===== config.mk =====
export PLATFORM = sky130hd
export DESIGN_NAME = mem3_reader
export DESIGN_NICKNAME = d
export VERILOG_FILES = /design/src/rtl/mem3_reader.sv
export SDC_FILE = /design/constraint.sdc
export NUM_CORES = 1
export LEC_CHECK = 0
export BUFFER_PORTS_ARGS = -buffer_cell sky130_fd_sc_hd__buf_2
export CAP_MARGIN = 5
export CORE_MARGIN = 1
export CORE_UTILIZATION = 50
export DETAILED_ROUTE_END_ITERATION = 8
export PLACE_DENSITY = 0.85
export SETUP_SLACK_MARGIN = 0.5
export SYNTH_ARGS = -nofsm -noshare
export SYNTH_HDL_FRONTEND = slang
export SYNTH_SLANG_ARGS = --single-unit

===== constraint.sdc =====
create_clock -name clk -period 2.05 [get_ports clk]
set_input_delay 0.1025 -clock clk [delete_from_list [all_inputs] [get_ports clk]]
set_output_delay 0.1025 -clock clk [all_outputs]
set_load 0.005 [all_outputs]

===== src/rtl/mem3_reader.sv =====
// ============================================================================
// Module      : mem3_reader
// Description : Burst read sequencer for the mem3 synchronous memory; absorbs
//               the one-cycle read latency and streams words on valid/ready.
//               Optional feature macro: MEM3_READER_CHECKSUM_EN (XOR checksum).
// Revision    : 1.0 - initial release
// ============================================================================
`default_nettype none

module mem3_reader #(
    parameter int DATA_WIDTH = 8,
    parameter int ADDR_WIDTH = 4,
    parameter int LEN_WIDTH  = ADDR_WIDTH + 1
) (
    input  logic                  clk,
    input  logic                  rst,
    input  logic                  start,
    input  logic [ADDR_WIDTH-1:0] base_addr,
    input  logic [LEN_WIDTH-1:0]  length,
    output logic                  busy,
    output logic                  done,
    output logic                  mem_read_en,
    output logic [ADDR_WIDTH-1:0] mem_read_address,
    input  logic [DATA_WIDTH-1:0] mem_data_out,
    output logic                  m_valid,
    input  logic                  m_ready,
    output logic [DATA_WIDTH-1:0] m_data
`ifdef MEM3_READER_CHECKSUM_EN
    ,
    output logic [DATA_WIDTH-1:0] checksum
`endif
);

    typedef enum logic [1:0] {
        IDLE  = 2'd0,
        READ  = 2'd1,
        DRAIN = 2'd2,
        DONE  = 2'd3
    } state_t;

    localparam logic [ADDR_WIDTH-1:0] c_ADDR_ONE = ADDR_WIDTH'(1);
    localparam logic [LEN_WIDTH-1:0]  c_LEN_ONE  = LEN_WIDTH'(1);

    state_t                r_state;
    logic [ADDR_WIDTH-1:0] r_addr;
    logic [LEN_WIDTH-1:0]  r_length;
    logic [LEN_WIDTH-1:0]  r_issued;
    logic [LEN_WIDTH-1:0]  r_popped;
    logic                  r_inflight;
    logic [DATA_WIDTH-1:0] r_buf [2];
    logic                  r_wr_ptr;
    logic                  r_rd_ptr;
    logic [1:0]            r_buf_count;

    logic                  w_pop;
    logic [2:0]            w_occupancy;
    logic                  w_issue;

    assign w_pop       = m_valid & m_ready;
    // Words that will sit in the buffer after this edge, before any new read.
    assign w_occupancy = {1'b0, r_buf_count} + {2'b00, r_inflight} - {2'b00, w_pop};
    assign w_issue     = (r_state == READ) && (r_issued != r_length) && (w_occupancy < 3'd2);

    assign busy             = (r_state != IDLE);
    assign done             = (r_state == DONE);
    assign mem_read_en      = w_issue;
    assign mem_read_address = r_addr;
    assign m_valid          = (r_buf_count != 2'd0);
    assign m_data           = r_buf[r_rd_ptr];

    always_ff @(posedge clk) begin
        if (rst) begin
            r_state     <= IDLE;
            r_addr      <= '0;
            r_length    <= '0;
            r_issued    <= '0;
            r_popped    <= '0;
            r_inflight  <= 1'b0;
            r_buf[0]    <= '0;
            r_buf[1]    <= '0;
            r_wr_ptr    <= 1'b0;
            r_rd_ptr    <= 1'b0;
            r_buf_count <= 2'd0;
        end else begin
            r_inflight <= w_issue;

            // mem_data_out is valid in the cycle after the read was sampled.
            if (r_inflight) begin
                r_buf[r_wr_ptr] <= mem_data_out;
                r_wr_ptr        <= ~r_wr_ptr;
            end
            if (w_pop) begin
                r_rd_ptr <= ~r_rd_ptr;
                r_popped <= r_popped + c_LEN_ONE;
            end
            case ({r_inflight, w_pop})
                2'b10:   r_buf_count <= r_buf_count + 2'd1;
                2'b01:   r_buf_count <= r_buf_count - 2'd1;
                default: r_buf_count <= r_buf_count;
            endcase

            if (w_issue) begin
                r_addr   <= r_addr + c_ADDR_ONE;
                r_issued <= r_issued + c_LEN_ONE;
            end

            case (r_state)
                IDLE: begin
                    if (start) begin
                        if (length != '0) begin
                            r_addr   <= base_addr;
                            r_length <= length;
                            r_issued <= '0;
                            r_popped <= '0;
                            r_state  <= READ;
                        end else begin
                            r_state <= DONE;
                        end
                    end
                end
                READ: begin
                    if (w_issue && (r_issued + c_LEN_ONE == r_length)) begin
                        r_state <= DRAIN;
                    end
                end
                DRAIN: begin
                    if (w_pop && (r_popped + c_LEN_ONE == r_length)) begin
                        r_state <= DONE;
                    end
                end
                DONE: begin
                    r_state <= IDLE;
                end
                default: begin
                    r_state <= IDLE;
                end
            endcase
        end
    end

`ifdef MEM3_READER_CHECKSUM_EN
    logic [DATA_WIDTH-1:0] r_checksum;

    always_ff @(posedge clk) begin
        if (rst) begin
            r_checksum <= '0;
        end else if ((r_state == IDLE) && start) begin
            r_checksum <= '0;
        end else if (w_pop) begin
            r_checksum <= r_checksum ^ m_data;
        end
    end

    assign checksum = r_checksum;
`else
    // No checksum state in this build.
`endif

endmodule

`default_nettype wire


==> After elaboration in Yosys (flattened, before gate mapping) <==
Memories as Yosys holds them, arrays and structs flattened. A register that Yosys moved wholly into a read port is not among the register bits.
Cells that the tools add are included.
{ "word_totals": {"in_bits": 21, "ff_bits": 26, "wordCells": 72, "memories": 1, "ram_bits": 16, "out_inout_bits": 16} }
{ "memory_table": {"columns": ["name", "depth", "word_bits", "rd", "rd_ports_with_merged_regs", "write_ports", "line_no", "source"], "rows": [
  ["r_buf", 2, 8, 1, 1, 2, "50", "logic [DATA_WIDTH-1:0] r_buf [2];"]
]} }
{ "classes": {"muxes": 28, "n_lt_le_gt_ge": 1, "eq_ne": 11, "n_reduce_logical": 12, "n_bitwise": 3, "n_addsub": 7} }
{ "ops": {"columns": ["operator", "count"], "rows": [
  ["two-way mux 5 bit", 8],
  ["two-way mux 4 bit", 4],
  ["adder 5 x 1 -> 5 bit, second input constant", 2],
  ["equality test 5 bit", 2],
  ["two-way mux 1 bit", 9],
  ["two-way mux 2 bit", 4],
  ["two-way mux 8 bit", 1],
  ["case mux 2 bit (4 select lines)", 1],
  ["OR reduction 8 bit", 1],
  ["equality test 2 bit, second input constant", 3],
  ["AND reduction 3 bit", 2],
  ["nonzero test 2 bit", 3],
  ["inequality test 5 bit", 1],
  ["nonzero test 5 bit", 1],
  ["adder 4 x 1 -> 4 bit, second input constant", 1],
  ["equality test 2 x 1 -> 1 bit, second input constant", 2],
  ["logical AND 1 bit", 4],
  ["inequality test 2 bit, second input constant", 2],
  ["case mux 2 bit (2 select lines)", 1],
  ["adder 2 x 1 -> 3 bit", 1],
  ["less-than comparator 3 x 2 -> 1 bit, second input constant", 1],
  ["subtractor 3 x 1 -> 3 bit", 1],
  ["adder 2 x 1 -> 2 bit, second input constant", 1],
  ["zero test 2 bit", 1],
  ["4 further kinds", 5]
]} }

==> Longest topological paths before layout <==
Gate-level depths: netlist of the first run.
{ "depth": {"depth_word": 9, "depth_mapped": 11, "ltp_nobuf": 10} }

==> Worst setup path after synthesis of the first run <==
OpenSTA, ideal clock, no wires.
{ "synth_path": {"path_type": "register to register", "start": "reg r_buf_count[1]", "end": "reg r_addr[3], in the netlist mem_read_address[3]", "setup_ps": 91, "arrival_time_ps": 2133, "slack_ps": -174, "synth_period_minus_slack_ps": 2224, "stages_incl_launch_ff": 9, "n_path_buf": 0, "path_cell_list": "dfxtp_1 -> and3_1 -> a21o_1 -> nand2_1 -> fa_1 -> xnor2_1 -> o2111ai_2 -> or3_1 -> a311oi_1"} }
{ "synth_via": {"elab_chain_cells": 9, "elab_cells_between_ends": 10, "cone_classes": "2 x add/sub; 1 x order compare; 4 x mux; 1 x bitwise; 2 x reduce/logical"} }
{ "synth_lines": {"columns": ["item", "line_no", "source"], "rows": [
  ["from (decl)", "53", "logic [1:0] r_buf_count;"],
  ["from (signal assigned)", "97", "2'b10: r_buf_count <= r_buf_count + 2'd1;"],
  ["from (signal assigned)", "98", "2'b01: r_buf_count <= r_buf_count - 2'd1;"],
  ["from (signal assigned)", "99", "default: r_buf_count <= r_buf_count;"],
  ["branches (longest 2 deep; another with adder 2 x 1 -> 3 bit)", null, null],
  ["subtractor 3 x 1 -> 3 bit *", "61", "assign w_occupancy = {1'b0, r_buf_count} + {2'b00, r_inflight} - {2'b00, w_pop};"],
  ["less-than comparator 3 x 2 -> 1 bit *", "62", "assign w_issue = (r_state == READ) && (r_issued != r_length) && (w_occupancy < 3'd2);"],
  ["logical AND 1 bit *", "62", null],
  ["two-way mux 4 bit *", "102", "if (w_issue) begin"],
  ["two-way mux 4 bit", "110", "if (length != '0) begin"],
  ["two-way mux 4 bit", "109", "if (start) begin"],
  ["two-way mux 4 bit *", "107", "case (r_state)"],
  ["to (signal assigned)", "103", "r_addr <= r_addr + c_ADDR_ONE;"],
  ["to (signal assigned)", "111", "r_addr <= base_addr;"],
  ["to (decl)", "45", "logic [ADDR_WIDTH-1:0] r_addr;"]
]} }
Every way passes the cells marked *.
A chain may end at the register's enable or synchronous reset.

==> Worst setup path after layout of the first run <==
{ "layout_path": {"start": "reg r_buf_count[0]", "end": "out mem_read_en"} }
{ "layout_via": {"elab_chain_cells": 5, "elab_cells_between_ends": 6, "cone_classes": "2 x add/sub; 1 x order compare; 1 x bitwise; 2 x reduce/logical"} }
{ "layout_lines": {"columns": ["item", "line_no", "source"], "rows": [
  ["branches (longest 2 deep; another with adder 2 x 1 -> 3 bit)", null, null],
  ["subtractor 3 x 1 -> 3 bit *", "61", null],
  ["less-than comparator 3 x 2 -> 1 bit *", "62", null],
  ["logical AND 1 bit *", "62", null],
  ["to (decl)", "22", "output logic mem_read_en,"]
]} }
Marks and branches as above.

==> summary.md, run 1 <==
| Metric | Value |
|---|---|
| Met1 WL | `2.06 mm` |
| Max Cap Violations | `0` |
| Crit path from | `r_buf_count[0]` |
| Number of fill cells | `297` |
| Power per cell area | `973 nW/um2` |
| Routed vias | `1777` |
| Hold Vio Cnt, Final | `0` |
| Slew Limit Headroom | `0.723` |
| Worst Hold Class | `input port to flop` |
| Pwr Total | `2680 uW` |
| Post-synth EDFFs | `16` |
| Clock root buffer | `clkbuf_8` |
| Initial core utilization | `0.535` |
| Synth-to-Final Area Change | `26.0%` |
| Met3 wire length | `204 um` |
| Tmin final | `2.19 ns` |
| Setup TNS Final | `-0.770 ns` |
| N_diodes | `0` |
| Antenna violations before repair | `0` |
| Post-synth cell types | `44` |
| Crit-path max FO | `5` |
| Drt pass-1 iters | `4` |
| CP startpoint kind | `flop` |
| Combinational share of power | `0.342` |
| Worst ir drop on vdd | `0.000452 V` |
| Top_reg_cell synth | `dfxtp_1` |
| Iteration-0 DRC Markers | `103` |
| CTS tree | `built` |
| Status | `finished, violations left` |
| Async set or reset register ratio after synthesis | `0` |
| RSZ-0062 raised after global routing | `true` |
| Grt total ovfl | `0` |
| Port Buf Inserts | `36` |
| Die Width | `68.1 um` |
| Reg2reg path depth | `12` |
| Slew Limit Fails | `0` |
| Fmax | `457 MHz` |
| H-tree depth | `2` |
| Worst R2R Setup Slack | `-0.12 ns` |
| GP Congestion | `0.829` |
| ANT nets after route | `0` |
| #FFs+latches synth | `43` |
| Post-synth top area share | `0.247` |
| Net Sw Frac | `0.326` |
| GRT Total Usage | `0.233` |
| Clk pwr share | `0.251` |
| Leak Pwr | `0.00114 uW` |
| CTS hold repair buffers | `0` |
| Max Used Layer | `met4` |
| Final worst slack | `-0.136 ns` |
| CP endpoint kind | `output port` |
| Synth top area cells | `dfxtp_1, edfxtp_1, xnor2_1` |
| Residual DRC count | `0` |
| Max Clock Skew | `0.0102 ns` |
| Die Area | `4640 um2` |
| CTS Sinks | `43` |
| Clock Latency Late Sink | `0.30 ns` |
| CTS buffer count | `5` |
| Failing checks | `setup timing` |
| Io pins | `37` |
| Most frequent cells in the layout | `buf_2, nor2_1, dfxtp_1, xnor2_1` |
| Synth Instances | `211` |
| Final #Nets | `297` |
| Wire length per cell | `15.7 um` |
| Final period utilization | `1.07` |
| CTS max path bufs | `2` |
| Final Setup Violations | `11` |
| Syn avg cell area | `10.4 um2` |
| Post-synth top area cell | `dfxtp_1` |
| Die span in y | `68.1 um` |
| Reg2reg start | `r_buf_count[0]` |
| Worst Path Arrival | `2.08 ns` |
| Worst Tran Pin Value | `0.416 ns` |
| Vias per cell | `5.59` |
| Sequential share of power | `0.407` |
| Register area | `1030 um2` |
| P_int | `1810 uW` |
| WP data required | `1.95 ns` |
| Reg2reg end | `r_issued[1]` |
| Vias in the first global route | `1748` |
| Critical Path Sink | `mem_read_en` |
| Min-delay src | `length[2]` |
| Core area | `4090 um2` |
| P_sw | `875 uW` |
| Cell Area, Synth | `2190 um2` |
| Area of the multi-input gates | `1160 um2` |
| First-pass GRT wire length | `7.87 mm` |
| Row Count | `23` |
| Yosys warns | `0` |
| Reg clk slew, reported paths | `0.08 ns` |
| Detailed-route wire length | `5.00 mm` |
| Seq/Total Area, Yosys | `0.467` |
| Post-DP HPWL | `3.34 mm` |
| Mapped Nets | `241` |
| WS Path Type | `flop to output port` |
| Ratio of cells with drive above 1 in the final layout | `0.351` |
| Wire length on met2 | `2.48 mm` |
| Commonest non-fill, non-tap cell in the layout | `buf_2` |
| Largest net degree at the start of global routing | `23` |
-- metrics by stage --
step / area [um2] / util / hold WS (ns) / cells / setup slack [ns]
2_1_floorplan: 2200 / - / 0.246 / 211 / 0.0145
3_5_place_dp: 2500 / 0.612 / 0.363 / 302 / -0.154
6_report: 2760 / 0.675 / 0.0549 / 318 / -0.136
3_3_place_gp: 2500 / 0.612 / 0.361 / 302 / -0.0131
5_1_grt: 2760 / 0.675 / 0.0825 / 318 / -0.239
4_1_cts: 2700 / 0.662 / 0.0542 / 316 / -0.135
-- area by class of cell --
cell class / instances / share of cell area
Multi-Input combinational cell: 151 / 0.419
Clock buffer: 5 / 0.0250
Tap cell: 50 / 0.0227
Sequential cell: 43 / 0.372
Clock inverter: 3 / 0.0159
Inverter: 9 / 0.0132
Timing Repair Buffer: 57 / 0.132
-- Yosys cell counts, drive strengths merged, types with 4 or more instances --
cell    number
nand3        8
ha           8
xor2         9
dfxtp       27
nand2        6
and2        16
xnor2       20
mux2         8
edfxtp      16
inv          9
buf          4
a21oi        5
mux2i        4
clkbuf       4
nor2        30
-- per-layer routing --
metal | GRT usage | vias to the layer above
met5 | 0 | -
met3 | 0.0550 | 23
met2 | 0.388 | 58
met1 | 0.263 | 856
met4 | 0.156 | 0
li1 | - | 840
-- kinds of logic (layout without fill, tap and decap cells) --
group | after synthesis | count (layout) | share of synthesized area
flops | 43 | 43 | 0.467
simple gates | 76 | 76 | 0.176
buf+inv | 17 | 74 | 0.0355
fa+ha+maj | 9 | 9 | 0.0549
mux | 12 | 12 | 0.0595
compound gates | 25 | 25 | 0.0910
xor+xnor | 29 | 29 | 0.116
-- flip-flops by register name, indices dropped and copies added, names as in the netlist, named ones only --
signal / flops
mem_read_address: 4
r_length: 5
r_wr_ptr: 1
r_buf_count: 2
r_issued: 5
r_buf: 16
r_popped: 5
r_rd_ptr: 1
r_state: 2
r_inflight: 1
-- worst min path at each step --
stage | depth (start not counted) | to | slack (ns)
global placement | 3 | r_length[2] | 0.36
floorplan | 2 | r_length[2] | 0.25
detailed placement | 3 | r_length[2] | 0.36
global route | 3 | r_length[2] | 0.08
CTS | 3 | r_length[2] | 0.05
finish | 3 | r_length[2] | 0.05
-- power by group through the flow --
stage	combinational [uW]	sequential (uW)	clock (uW)
after floorplan	519	1080	0
after global placement	720	1100	0
after detailed placement	762	1110	0
after CTS	844	1090	670
after global routing	1000	1110	707
final	918	1090	673
-- critical path: stages, from the launching register on --
cell       delay [ns]
dfxtp_2          0.34
inv_2            0.05
and3_4           0.18
a21o_1           0.12
nand2_2          0.06
fa_2             0.35
xnor2_2          0.21
o2111ai_4        0.17
buf_6            0.18
inv_4            0.05
buf_6            0.08
-- timing repair --
action,in CTS,in global routing
endpoints found under the setup margin,18,13
buffers inserted,6,2
pin swaps,14,5
gates resized for setup,15,7
(Power assumes the default switching activity.)
==> run 2: changes to the inputs <==
--- a/config.mk
+++ b/config.mk
@@ -7,10 +7,9 @@
 export LEC_CHECK = 0
 export BUFFER_PORTS_ARGS = -buffer_cell sky130_fd_sc_hd__buf_2
 export CAP_MARGIN = 5
-export CORE_MARGIN = 1
-export CORE_UTILIZATION = 50
+export CORE_UTILIZATION = 40
 export DETAILED_ROUTE_END_ITERATION = 8
-export PLACE_DENSITY = 0.85
+export PLACE_DENSITY = 0.72
 export SETUP_SLACK_MARGIN = 0.5
 export SYNTH_ARGS = -nofsm -noshare
 export SYNTH_HDL_FRONTEND = slang
==> summary.md, run 2 (synthesis gave the netlist of run 1 again) <==
| Metric | Value |
|---|---|
| Port Buf Inserts | `36 (unchanged)` |
| Clk pwr share | `0.276 (was 0.251)` |
| Hold Vio Cnt, Final | `0 (unchanged)` |
| Io pins | `37 (unchanged)` |
| Hold Path End | `r_length[2] (unchanged)` |
| Worst path top cell family by delay | `buffers and inverters (unchanged)` |
| Worst R2R Setup Slack | `-0.14 ns (was -0.12 ns)` |
| WP buf/inv | `4 (unchanged)` |
| Leak Pwr | `0.00116 uW (was 0.00114 uW)` |
| Reg2reg end | `mem_read_address[0] (was r_issued[1])` |
| CTS tree | `built (unchanged)` |
| Clock root buffer | `clkbuf_8 (unchanged)` |
| Reg2reg path depth | `11 (was 12)` |
| CP startpoint kind | `flop (unchanged)` |
| CP endpoint kind | `output port (unchanged)` |
| Power per cell area | `984 nW/um2 (was 973 nW/um2)` |
| CTS Sinks | `43 (unchanged)` |
| Iteration-0 DRC Markers | `98 (was 103)` |
| Routed vias | `1693 (was 1777)` |
| Reg2reg start | `r_buf_count[0] (unchanged)` |
| Reg clk slew, reported paths | `0.08 ns (about the same)` |
| CP cell instances | `inv_2, and3_4, a21o_1, nand2_2, fa_2, xnor2_2, o2111ai_4, buf_6, inv_4, buf_6 (unchanged)` |
| CP max-delay cell | `fa_2 (unchanged)` |
| Area after DPL | `2520 um2 (was 2500 um2)` |
| CTS hold repair buffers | `0 (unchanged)` |
| N_diodes | `0 (unchanged)` |
| Worst Tran Pin Value | `0.425 ns (was 0.416 ns)` |
| CP dominant cell by count | `buf_6 (unchanged)` |
| Grt total ovfl | `0 (unchanged)` |
| GP Congestion | `0.776 (was 0.829)` |
| Net Sw Frac | `0.298 (was 0.326)` |
| Min-delay src | `length[2] (unchanged)` |
| Wire length per cell | `12.5 um (was 15.7 um)` |
| Clock Latency Late Sink | `0.29 ns (was 0.30 ns)` |
| H-tree depth | `2 (unchanged)` |
| Residual DRC count | `0 (unchanged)` |
| Slew Limit Fails | `0 (unchanged)` |
| Slew Limit Headroom | `0.717 (was 0.723)` |
| CTS buffer count | `5 (unchanged)` |
| Failing checks | `setup timing (unchanged)` |
| Worst Path Arrival | `2.10 ns (was 2.08 ns)` |
| Max FFs per register | `16 (unchanged)` |
| Die span in y | `75.9 um (was 68.1 um)` |
| Final hold slack | `0.0644 ns (was 0.0549 ns)` |
| Final Setup Violations | `12 (was 11)` |
| ANT nets after route | `0 (unchanged)` |
| Max Cap Violations | `0 (unchanged)` |
| Row Count | `26 (was 23)` |
| RSZ-0062 raised after global routing | `true (unchanged)` |
| WS Path Type | `flop to output port (unchanged)` |
| Core area | `5170 um2 (was 4090 um2)` |
| Reg with most FFs | `r_buf (unchanged)` |
| CP peak stage delay | `0.35 ns (about the same)` |
| Synth-to-Final Area Change | `29.7% (was 26.0%)` |
| Final period utilization | `1.08 (was 1.07)` |
| Final instance area | `2840 um2 (was 2760 um2)` |
| Vias per cell | `4.99 (was 5.59)` |
| Final #Nets | `298 (was 297)` |
| Post-DP HPWL | `2.97 mm (was 3.34 mm)` |
| Detailed-route wire length | `4.24 mm (was 5.00 mm)` |
| P_sw | `833 uW (was 875 uW)` |
| Drt pass-1 iters | `4 (unchanged)` |
| Tmin final | `2.21 ns (was 2.19 ns)` |
| Fmax | `453 MHz (was 457 MHz)` |
| Crit-path max FO | `5 (unchanged)` |
| Worst hold stages | `3 (unchanged)` |
| Ratio of cells with drive above 1 in the final layout | `0.361 (was 0.351)` |
| Worst Hold Class | `input port to flop (unchanged)` |
| WP data required | `1.95 ns (about the same)` |
| Die Width | `75.9 um (was 68.1 um)` |
| Sequential share of power | `0.387 (was 0.407)` |
| CTS max path bufs | `2 (unchanged)` |
| Worst ir drop on vdd | `0.000511 V (was 0.000452 V)` |
| Status | `finished, violations left (unchanged)` |
| P_int | `1960 uW (was 1810 uW)` |
| Initial core utilization | `0.423 (was 0.535)` |
| Vias in the first global route | `1562 (was 1748)` |
| First-pass GRT wire length | `6.98 mm (was 7.87 mm)` |
| Antenna violations before repair | `0 (unchanged)` |
| Final Util | `0.549 (was 0.675)` |
| Pwr Total | `2790 uW (was 2680 uW)` |
| Max Clock Skew | `0.00695 ns (was 0.0102 ns)` |
| Commonest non-fill, non-tap cell in the layout | `buf_2 (unchanged)` |
| GRT Total Usage | `0.149 (was 0.233)` |
| Combinational share of power | `0.337 (was 0.342)` |
| Most frequent cells in the layout | `buf_2, nor2_1, dfxtp_1, xnor2_1, buf_4 (was buf_2, nor2_1, dfxtp_1, xnor2_1)` |
| Setup TNS Final | `-1.02 ns (was -0.770 ns)` |
| Die Area | `5770 um2 (was 4640 um2)` |
| Largest net degree at the start of global routing | `23 (unchanged)` |
| Final worst slack | `-0.155 ns (was -0.136 ns)` |
-- run 2: layout make-up --
| cell class | instances | area [um2] |
|---|---|---|
| Fill cell | 444 | 2330 |
| Multi-Input combinational cell | 151 | 1180 |
| Sequential cell | 43 | 1030 |
| Timing Repair Buffer | 58 | 374 |
| Tap cell | 70 | 87.6 |
| Clock buffer | 6 | 72.6 |
| Clock inverter | 2 | 60.1 |
| Inverter | 9 | 36.3 |
-- run 2: repair_timing --
action / 4_1_cts / 5_1_grt
setup buffers: 5 / 4
setup endpoints to repair: 13 / 18
pin swaps: 12 / 11
gates resized for setup: 14 / 14
-- run 2: how the worst max path moves through the flow --
| stage | from | endpoint | slack (ns) | depth (start not counted) |
|---|---|---|---|---|
| floorplan | r_buf_count[1] | r_state[1] | 0.01 | 8 |
| global placement | r_buf_count[0] | mem_read_address[3] | -0.003 | 8 |
| detailed placement | r_buf_count[0] | mem_read_address[3] | -0.06 | 9 |
| CTS | r_buf_count[0] | mem_read_en | -0.12 | 10 |
| global route | r_buf_count[0] | mem_read_en | -0.25 | 10 |
| finish | r_buf_count[0] | mem_read_en | -0.16 | 10 |
-- run 2: worst register-to-register path, cell delays in order (launching register included) --
cell,delay [ns]
dfxtp_2,0.33
inv_2,0.05
and3_4,0.16
a21o_1,0.11
nand2_2,0.06
fa_2,0.35
xnor2_2,0.23
o2111ai_4,0.19
buf_6,0.19
buf_4,0.13
xor2_1,0.13
a211oi_1,0.18
-- run 2: power by group through the flow --
stage / Combinational [uW] / Sequential, uW / Clock (uW)
CTS: 821 / 1080 / 781
global route: 1050 / 1100 / 806
floorplan: 519 / 1080 / 0
finish: 942 / 1080 / 771
global placement: 739 / 1100 / 0
detailed placement: 749 / 1100 / 0
-- run 2: metal layers --
metal | GRT usage | vias to the layer above | routed length, um
met5 | 0 | - | 0
met4 | 0.0519 | 0 | 46
met3 | 0.0265 | 5 | 167
met2 | 0.256 | 37 | 2100
met1 | 0.188 | 813 | 1920
li1 | - | 838 | -
-- run 2: through the flow --
stage          setup slack, ns  std cells
6_report                -0.155        339
5_1_grt                 -0.249        339
4_1_cts                 -0.120        335
3_5_place_dp           -0.0559        322
3_3_place_gp          -0.00343        322
2_1_floorplan           0.0145        211
==> run 3: changes to the inputs <==
--- a/config.mk
+++ b/config.mk
@@ -7,9 +7,9 @@
 export LEC_CHECK = 0
 export BUFFER_PORTS_ARGS = -buffer_cell sky130_fd_sc_hd__buf_2
 export CAP_MARGIN = 5
-export CORE_UTILIZATION = 40
+export CORE_UTILIZATION = 45
 export DETAILED_ROUTE_END_ITERATION = 8
-export PLACE_DENSITY = 0.72
+export PLACE_DENSITY = 0.79
 export SETUP_SLACK_MARGIN = 0.5
 export SYNTH_ARGS = -nofsm -noshare
 export SYNTH_HDL_FRONTEND = slang
==> summary.md, run 3 (synthesis gave the netlist of run 1 again) <==
| Metric | Value |
|---|---|
| Wire length per cell | `13.5 um (was 12.5 um)` |
| Worst Path Arrival | `2.36 ns (was 2.10 ns)` |
| CTS tree | `built (unchanged)` |
| Commonest non-fill, non-tap cell in the layout | `buf_2 (unchanged)` |
| Most frequent cells in the layout | `buf_2, nor2_1, dfxtp_1, xnor2_1 (was buf_2, nor2_1, dfxtp_1, xnor2_1, buf_4)` |
| GP Congestion | `0.899 (was 0.776)` |
| Row Count | `24 (was 26)` |
| Core area | `4500 um2 (was 5170 um2)` |
| Tmin final | `2.16 ns (was 2.21 ns)` |
| Reg clk slew, reported paths | `0.08 ns (about the same)` |
| CTS Sinks | `43 (unchanged)` |
| Final period utilization | `1.05 (was 1.08)` |
| Worst Tran Pin Value | `0.419 ns (was 0.425 ns)` |
| Final worst slack | `-0.106 ns (was -0.155 ns)` |
| Leak Pwr | `0.00111 uW (was 0.00116 uW)` |
| Drt pass-1 iters | `4 (unchanged)` |
| Die Area | `5140 um2 (was 5770 um2)` |
| Slew Limit Headroom | `0.721 (was 0.717)` |
| CP startpoint kind | `flop (unchanged)` |
| WP buf/inv | `2 (was 4)` |
| Final Util | `0.603 (was 0.549)` |
| Max Cap Violations | `0 (unchanged)` |
| Ratio of cells with drive above 1 in the final layout | `0.345 (was 0.361)` |
| Die span in y | `71.7 um (was 75.9 um)` |
| Clock Latency Late Sink | `0.29 ns (about the same)` |
| Reg2reg path depth | `11 (unchanged)` |
| Worst hold stages | `3 (unchanged)` |
| Largest net degree at the start of global routing | `23 (unchanged)` |
| Status | `finished, violations left (unchanged)` |
| CTS max path bufs | `2 (unchanged)` |
| Grt total ovfl | `0 (unchanged)` |
| Setup TNS Final | `-0.354 ns (was -1.02 ns)` |
| Post-DP HPWL | `2.92 mm (was 2.97 mm)` |
| Crit path from | `r_buf_count[0] (unchanged)` |
| Power per cell area | `935 nW/um2 (was 984 nW/um2)` |
| Crit-path max FO | `4 (was 5)` |
| CP cell instances | `inv_2, and3_4, a21o_1, nand2_1, fa_2, xnor2_2, o2111ai_4, buf_4, o22ai_2, a21oi_2, a311oi_1 (was inv_2, and3_4, a21o_1, nand2_2, fa_2, xnor2_2, o2111ai_4, buf_6, inv_4, buf_6)` |
| Worst ir drop on vdd | `0.000503 V (was 0.000511 V)` |
| CP peak stage delay | `0.35 ns (about the same)` |
| Synth-to-Final Area Change | `24.3% (was 29.7%)` |
| Initial core utilization | `0.486 (was 0.423)` |
| CP max-delay cell | `fa_2 (unchanged)` |
| Area after DPL | `2500 um2 (was 2520 um2)` |
| Io pins | `37 (unchanged)` |
| Reg with most FFs | `r_buf (unchanged)` |
| CTS buffer count | `5 (unchanged)` |
| Final hold slack | `0.0679 ns (was 0.0644 ns)` |
| First-pass GRT wire length | `6.84 mm (was 6.98 mm)` |
| N_diodes | `0 (unchanged)` |
| Min-delay src | `length[4] (was length[2])` |
| Final #Nets | `293 (was 298)` |
| Worst path top cell family by delay | `compound AO/OA/AOI/OAI gates (was buffers and inverters)` |
| RSZ-0062 raised after global routing | `true (unchanged)` |
| Reg2reg end | `r_state[1] (was mem_read_address[0])` |
| WS Path Type | `flop to flop (was flop to output port)` |
| Clock root buffer | `clkbuf_8 (unchanged)` |
| Fmax | `464 MHz (was 453 MHz)` |
| Failing checks | `setup timing (unchanged)` |
| Final instance area | `2720 um2 (was 2840 um2)` |
| Vias in the first global route | `1527 (was 1562)` |
| Die Width | `71.7 um (was 75.9 um)` |
| Routed vias | `1628 (was 1693)` |
| Max FFs per register | `16 (unchanged)` |
| CP endpoint kind | `flop (was output port)` |
| Port Buf Inserts | `36 (unchanged)` |
| Detailed-route wire length | `4.26 mm (was 4.24 mm)` |
| Slew Limit Fails | `0 (unchanged)` |
| Worst Hold Class | `input port to flop (unchanged)` |
| Hold Path End | `r_length[4] (was r_length[2])` |
| ANT nets after route | `0 (unchanged)` |
| GRT Total Usage | `0.171 (was 0.149)` |
| Pwr Total | `2540 uW (was 2790 uW)` |
| Hold Vio Cnt, Final | `0 (unchanged)` |
| H-tree depth | `2 (unchanged)` |
| Reg2reg start | `r_buf_count[0] (unchanged)` |
| Vias per cell | `5.15 (was 4.99)` |
| Max Clock Skew | `0.00184 ns (was 0.00695 ns)` |
| Iteration-0 DRC Markers | `79 (was 98)` |
| Residual DRC count | `0 (unchanged)` |
| Antenna violations before repair | `0 (unchanged)` |
| Worst R2R Setup Slack | `-0.11 ns (was -0.14 ns)` |
| Final Setup Violations | `7 (was 12)` |
| WP data required | `2.25 ns (was 1.95 ns)` |
run 3: cell type report:
class | instances | area [um2]
Clock buffer | 5 | 68.8
Inverter | 9 | 36.3
Multi-Input combinational cell | 151 | 1170
Timing Repair Buffer | 53 | 330
Clock inverter | 3 | 23.8
Tap cell | 52 | 65.1
Sequential cell | 43 | 1030
Fill cell | 362 | 1790
run 3: what timing repair did:
action                                  in CTS  in global routing
pin swaps                                   17                 10
endpoints found under the setup margin      13                 18
gates resized for setup                     13                  7
hold buffers                                 0                  0
endpoints found under the hold margin        0                  0
setup buffers                                3                  1
run 3: how the worst max path moves through the flow:
| stage | endpoint | slack, ns | cells past startpoint |
|---|---|---|---|
| after floorplan | r_state[1] | 0.01 | 8 |
| after global placement | mem_read_address[2] | 0.02 | 11 |
| after detailed placement | r_state[1] | -0.18 | 10 |
| after CTS | mem_read_en | -0.14 | 10 |
| after global routing | r_state[1] | -0.21 | 11 |
| final | r_state[1] | -0.11 | 11 |
run 3: report_power, final:
| part | internal [uW] | switching (uW) |
|---|---|---|
| registers | 990 | 92.8 |
| logic | 451 | 459 |
| clock network | 244 | 305 |
run 3: per-layer routing:
| layer | wire [um] | vias up | global-route usage |
|---|---|---|---|
| li1 | - | 832 | - |
| met1 | 2050 | 747 | 0.225 |
| met2 | 1940 | 43 | 0.268 |
| met3 | 203 | 6 | 0.0534 |
| met4 | 65 | 0 | 0.0523 |
| met5 | 0 | - | 0 |
run 3: tightest hold or removal path: stages:
cell	delay, ns
buf_2	0.10
nand3_1	0.06
a21oi_1	0.05
run 3: through the flow:
step / worst slack (ns) / std cells
6_report: -0.106 / 316
5_1_grt: -0.210 / 316
3_5_place_dp: -0.180 / 304
4_1_cts: -0.140 / 315
3_3_place_gp: 0.0202 / 304
2_1_floorplan: 0.0145 / 211
